## config.mk

```make
export PLATFORM = sky130hd
export DESIGN_NAME = nested_loop_walker_flat
export DESIGN_NICKNAME = d
export VERILOG_FILES = /design/src/rtl/nested_loop_walker_if.sv /design/src/rtl/nested_loop_walker.sv /design/src/flat_wrapper.sv
export SDC_FILE = /design/constraint.sdc
export NUM_CORES = 1
export LEC_CHECK = 0
export ABC_AREA = 1
export CAP_MARGIN = 10
export CORE_ASPECT_RATIO = 0.9
export CORE_UTILIZATION = 40
export DETAILED_ROUTE_END_ITERATION = 6
export HOLD_SLACK_MARGIN = 0.06
export PLACE_DENSITY = 0.75
export SLEW_MARGIN = 10
export SYNTH_ARGS = -nofsm -noshare
export SYNTH_HDL_FRONTEND = slang
export SYNTH_SLANG_ARGS = --single-unit
```

## constraint.sdc

```tcl
create_clock -name clk -period 1.4 [get_ports clk]
set_input_delay 0.21 -clock clk [delete_from_list [all_inputs] [get_ports clk]]
set_output_delay 0.21 -clock clk [all_outputs]
set_load 0.005 [all_outputs]
```

## src/rtl/nested_loop_walker_if.sv

```systemverilog
// Job/result handshake bundle for nested_loop_walker.
// out_cycles exists only when NLW_CYCLE_COUNT_EN is defined.
interface nested_loop_walker_if #(
    parameter int OW = 2,
    parameter int IW = 2,
    parameter int CW = 4
);
    logic          in_valid;
    logic          in_ready;
    logic [OW-1:0] in_outer_limit;
    logic [IW-1:0] in_inner_limit;
    logic          in_break_en;
    logic [OW-1:0] in_break_i;
    logic [IW-1:0] in_break_j;
    logic          out_valid;
    logic          out_ready;
    logic [CW-1:0] out_value;
`ifdef NLW_CYCLE_COUNT_EN
    logic [CW+OW-1:0] out_cycles;
`endif

    modport master (
        output in_valid, in_outer_limit, in_inner_limit, in_break_en, in_break_i, in_break_j,
        output out_ready,
        input  in_ready, out_valid, out_value
`ifdef NLW_CYCLE_COUNT_EN
        , input out_cycles
`endif
    );

    modport slave (
        input  in_valid, in_outer_limit, in_inner_limit, in_break_en, in_break_i, in_break_j,
        input  out_ready,
        output in_ready, out_valid, out_value
`ifdef NLW_CYCLE_COUNT_EN
        , output out_cycles
`endif
    );
endinterface

```

## src/rtl/nested_loop_walker.sv

```systemverilog
// Multi-cycle nested-loop walker: one loop step per clock, break exits inner loop only.
// Optional RUN-cycle counter output enabled by NLW_CYCLE_COUNT_EN.
module nested_loop_walker #(
    parameter int OW = 2,
    parameter int IW = 2,
    parameter int CW = 4
) (
    input  logic                  clk,
    input  logic                  rst_n,
    nested_loop_walker_if.slave   bus
);
    typedef enum logic [1:0] {IDLE, RUN, DONE} state_t;

    state_t        state_q, state_d;
    // One extra bit so i+1 / j+1 never wrap back into range
    logic [OW:0]   i_q, i_d;
    logic [IW:0]   j_q, j_d;
    logic [CW-1:0] count_q, count_d;
    logic [OW-1:0] ol_q, ol_d, bi_q, bi_d;
    logic [IW-1:0] il_q, il_d, bj_q, bj_d;
    logic          be_q, be_d;
`ifdef NLW_CYCLE_COUNT_EN
    logic [CW+OW-1:0] cyc_q, cyc_d;
`endif

    logic outer_done, inner_step;
    assign outer_done = i_q >= {1'b0, ol_q};
    assign inner_step = (j_q < {1'b0, il_q}) &&
                        !(be_q && (i_q == {1'b0, bi_q}) && (j_q == {1'b0, bj_q}));

    always_comb begin
        state_d = state_q;
        i_d     = i_q;
        j_d     = j_q;
        count_d = count_q;
        ol_d    = ol_q;
        il_d    = il_q;
        be_d    = be_q;
        bi_d    = bi_q;
        bj_d    = bj_q;
`ifdef NLW_CYCLE_COUNT_EN
        cyc_d   = cyc_q;
`endif
        case (state_q)
            IDLE: if (bus.in_valid) begin
                ol_d    = bus.in_outer_limit;
                il_d    = bus.in_inner_limit;
                be_d    = bus.in_break_en;
                bi_d    = bus.in_break_i;
                bj_d    = bus.in_break_j;
                i_d     = '0;
                j_d     = '0;
                count_d = '0;
`ifdef NLW_CYCLE_COUNT_EN
                cyc_d   = '0;
`endif
                state_d = RUN;
            end
            RUN: begin
`ifdef NLW_CYCLE_COUNT_EN
                cyc_d = cyc_q + (CW+OW)'(1);
`endif
                if (outer_done) begin
                    state_d = DONE;
                end else if (inner_step) begin
                    count_d = count_q + CW'(1);
                    j_d     = j_q + (IW+1)'(1);
                end else begin
                    i_d = i_q + (OW+1)'(1);
                    j_d = '0;
                end
            end
            DONE: if (bus.out_ready) state_d = IDLE;
            default: state_d = IDLE;
        endcase
    end

    always_ff @(posedge clk or negedge rst_n) begin
        if (!rst_n) begin
            state_q <= IDLE;
            i_q     <= '0;
            j_q     <= '0;
            count_q <= '0;
            ol_q    <= '0;
            il_q    <= '0;
            be_q    <= 1'b0;
            bi_q    <= '0;
            bj_q    <= '0;
`ifdef NLW_CYCLE_COUNT_EN
            cyc_q   <= '0;
`endif
        end else begin
            state_q <= state_d;
            i_q     <= i_d;
            j_q     <= j_d;
            count_q <= count_d;
            ol_q    <= ol_d;
            il_q    <= il_d;
            be_q    <= be_d;
            bi_q    <= bi_d;
            bj_q    <= bj_d;
`ifdef NLW_CYCLE_COUNT_EN
            cyc_q   <= cyc_d;
`endif
        end
    end

    assign bus.in_ready  = (state_q == IDLE);
    assign bus.out_valid = (state_q == DONE);
    assign bus.out_value = count_q;
`ifdef NLW_CYCLE_COUNT_EN
    assign bus.out_cycles = cyc_q;
`endif
endmodule

```

## src/flat_wrapper.sv

```systemverilog
// flat-port wrapper written by rule: the top's interface ports become plain ports
module nested_loop_walker_flat 
#(
    parameter int OW = 2,
    parameter int IW = 2,
    parameter int CW = 4
)
  (clk, rst_n, bus_in_valid, bus_in_outer_limit, bus_in_inner_limit, bus_in_break_en, bus_in_break_i, bus_in_break_j, bus_out_ready, bus_in_ready, bus_out_valid, bus_out_value);
  nested_loop_walker_if #(.OW(OW), .IW(IW), .CW(CW)) bus_i ();
  input  logic clk;
  input  logic rst_n;
  input wire logic [$bits(bus_i.in_valid)-1:0] bus_in_valid;
  input wire logic [$bits(bus_i.in_outer_limit)-1:0] bus_in_outer_limit;
  input wire logic [$bits(bus_i.in_inner_limit)-1:0] bus_in_inner_limit;
  input wire logic [$bits(bus_i.in_break_en)-1:0] bus_in_break_en;
  input wire logic [$bits(bus_i.in_break_i)-1:0] bus_in_break_i;
  input wire logic [$bits(bus_i.in_break_j)-1:0] bus_in_break_j;
  input wire logic [$bits(bus_i.out_ready)-1:0] bus_out_ready;
  output wire logic [$bits(bus_i.in_ready)-1:0] bus_in_ready;
  output wire logic [$bits(bus_i.out_valid)-1:0] bus_out_valid;
  output wire logic [$bits(bus_i.out_value)-1:0] bus_out_value;
  assign bus_i.in_valid = bus_in_valid;
  assign bus_i.in_outer_limit = bus_in_outer_limit;
  assign bus_i.in_inner_limit = bus_in_inner_limit;
  assign bus_i.in_break_en = bus_in_break_en;
  assign bus_i.in_break_i = bus_in_break_i;
  assign bus_i.in_break_j = bus_in_break_j;
  assign bus_i.out_ready = bus_out_ready;
  assign bus_in_ready = bus_i.in_ready;
  assign bus_out_valid = bus_i.out_valid;
  assign bus_out_value = bus_i.out_value;
  nested_loop_walker #(.OW(OW), .IW(IW), .CW(CW)) u_core (.clk(clk), .rst_n(rst_n), .bus(bus_i));
endmodule
```

==> qor.yml <==
run_status:
  status: "complete, but fails checks"
  violations: "negative setup slack"
cts:
  hold_buffers: 0
  h-tree-depth: 1
  clkSinkCount: 21
  cts_root_buf: "clkbuf_4"
  cts_buffers: 3
  clockBufferDepth: 2
  clk_latency_ns: 0.30
  cts.reportedPaths.clkPinSlew_ns: 0.12
  cts_tree: "built"
sta:
  rsz0062_at_grt: "true"
  period_needed_ns: 1.49
  worst_slew_pin_slew_ns: 0.272
  drv_slew: 0
  fin_crit_sh_pct: 106
  worst_slack_ns: -0.0903
  hold_ws_ns: 0.240
  setup_violations: 10
  finalHoldViolCount: 0
  clock.fmax_ghz: 0.671
  slew_headroom_pct: 81.9
  fin_worst_skew_ns: 0.00345
min_path:
  hold_path_class: "input port to async pin"
synthesis:
  synthCells: 130
  synth_area_per_cell_sq_um: 8.71
  netlist.area_leader.share_pct: 46.4
  ys_seq_elements: 21
  yosysUniqueCellTypes: 25
  yosys_warnings: 0
  syn_nets: 149
  netlist_area_sq_um: 1130
  synth.area.top_cells: "dfrtp_1 (46%), nand2_1 (11%), ha_1 (6.6%), nor2_1 (4.6%), nand3_1 (4.4%)"
  ys_seq_area_share_pct: 46.4
  synth_top_area_cell: "dfrtp_1"
worst_setup_path:
  reg2reg_slack_ns: -0.09
  r2r-end: "u_core.i_q[0]"
  cp-end-kind: "flip-flop"
  cp-start-kind: "flip-flop"
  criticalPathCategory: "flip-flop to flip-flop"
  cp.required_ns: 1.64
  arrival_ns: 1.73
  r2r_start: "u_core.il_q[1]"
  reg2reg_depth: 9
  cp_max_fo: 4
routing:
  drt-total-wl_mm: 2.71
  wl_per_cell_um: 12.7
  firstDrtPassIters: 4
  routed_via_density: 4.79
  drc: 0
  postRouteAntennaNets: 0
  drt_iter0_drc: 27
  vias: 1026
layout:
  final_common_cell: "nand2_1"
  syn_to_final_growth_pct: 51.6
  nNetsFinal: 196
  antennaDiodeCount: 0
  drive_above_1_share_pct: 32.4
  final_cell_mix: "nand2_1 (27), buf_4 (20), dfrtp_1 (20)"
place:
  place_ws_ns: -0.121
  dp_hpwl_mm: 1.74
  place.gp.congestion: 0.848
  portBuffers: 18
floorplanning:
  rows: 17
  start_util_pct: 44.0
  die_area_sq_um: 3050
  core_sq_um: 2570
  die_h_um: 52.5
  ios: 19
  die_w_um: 58.1
power:
  power.density_nw_per_um2: 2010
  peakVddDrop_mv: 0.940
  finalPower_mw: 3.44
  leakagePower_nw: 0.907
global_route:
  first_global_vias: 989
  track_usage_pct: 19.2
  grt_start_max_net_pins: 22
  antenna_found_initial: 0
  grt_overflow: 0
  grt_first_pass_wirelength_mm: 4.33
flow_run:
  cap_violations: 0
==> what timing repair did <==
item	in CTS	in global routing
setup endpoints to repair	16	16
pin swaps	5	5
setup buffers	10	3
gates cloned	1	0
resized for setup	22	15
==> where the power goes <==
part	internal [mW]	switching (mW)
Sequential	0.815	0.143
Clock	0.111	0.187
Combinational	1.07	1.12
==> worst max path at each step <==
stage,start,to,slack (ns)
after floorplan,u_core.j_q[1],u_core.bus.out_value[0],0.01
after global placement,u_core.il_q[1],u_core.bus.out_value[3],-0.04
after detailed placement,u_core.il_q[1],u_core.bus.out_value[3],-0.12
after CTS,u_core.il_q[1],u_core.bus.out_value[3],-0.12
after global routing,u_core.il_q[1],u_core.bus.out_value[1],-0.19
final,u_core.il_q[1],u_core.i_q[0],-0.09
==> worst max-delay path, stage by stage, from the launching register on <==
cell and delay, ns:
dfrtp_1 0.40, inv_2 0.08, ha_4 0.20, a21boi_4 0.14
nor3_4 0.19, buf_6 0.14, nand3_4 0.09, nand2_4 0.08
nand2_1 0.04, nand2_1 0.07
==> cells in the mapped netlist (all sizes together) <==
library cell  number
nand2             35
dfrtp             21
inv               16
nor2              16
nand3             11
a21oi              7
ha                 6
mux2               3
nand4              3
o21ai              3
buf                2
xor2               2
a21boi             1
nor3               1
o22ai              1
o31ai              1
xnor2              1
==> area by class of cell <==
| type | instances | area (sq um) |
|---|---|---|
| Clock buffer | 4 | 26.3 |
| Fill cell | 206 | 857 |
| Inverter | 16 | 60.1 |
| Multi-Input combinational cell | 92 | 664 |
| Sequential cell | 21 | 527 |
| Tap cell | 38 | 47.5 |
| Timing Repair Buffer | 43 | 392 |
==> per-layer routing <==
| metal | GRT usage (%) | vias up | wire length [um] |
|---|---|---|---|
| met4 | 5.95 | 0 | 44 |
| met1 | 23.5 | 489 | 1200 |
| met5 | 0 | - | 0 |
| met3 | 3.21 | 4 | 78 |
| li1 | - | 510 | - |
| met2 | 34.5 | 23 | 1390 |
==> sequential cells by signal (all words and copies together), names as in the netlist <==
signal and cells:
u_core.i_q 3, u_core.bj_q 2, u_core.state_q 2, u_core.ol_q 2, u_core.il_q 2, u_core.be_q 1
u_core.bi_q 2, u_core.bus.out_value 4, u_core.j_q 3
==> per-stage QoR <==
step                utilization (%)  cells  instance area (sq um)  TNS (ns)
finish                         66.7    214                   1720    -0.672
global route                   66.7    214                   1720     -1.60
CTS                            63.7    212                   1640    -0.753
detailed placement             56.3    197                   1450    -0.761
global placement               56.3    197                   1450    -0.184
floorplan                         -    130                   1140         0
==> cells by family (layout without fill, tap and decap cells) <==
kind of cell | Yosys count | in the layout | synth area share [%]
AO/OA/AOI/OAI | 13 | 13 | 6.30
XOR/XNOR | 3 | 3 | 2.32
adder cells (fa/ha/maj) | 6 | 6 | 6.63
buffers and inverters | 18 | 63 | 6.74
flip-flops | 21 | 21 | 46.4
multiplexers | 3 | 3 | 2.98
AND/OR/NAND/NOR | 66 | 67 | 28.6
Power figures use the tool's default switching activity.
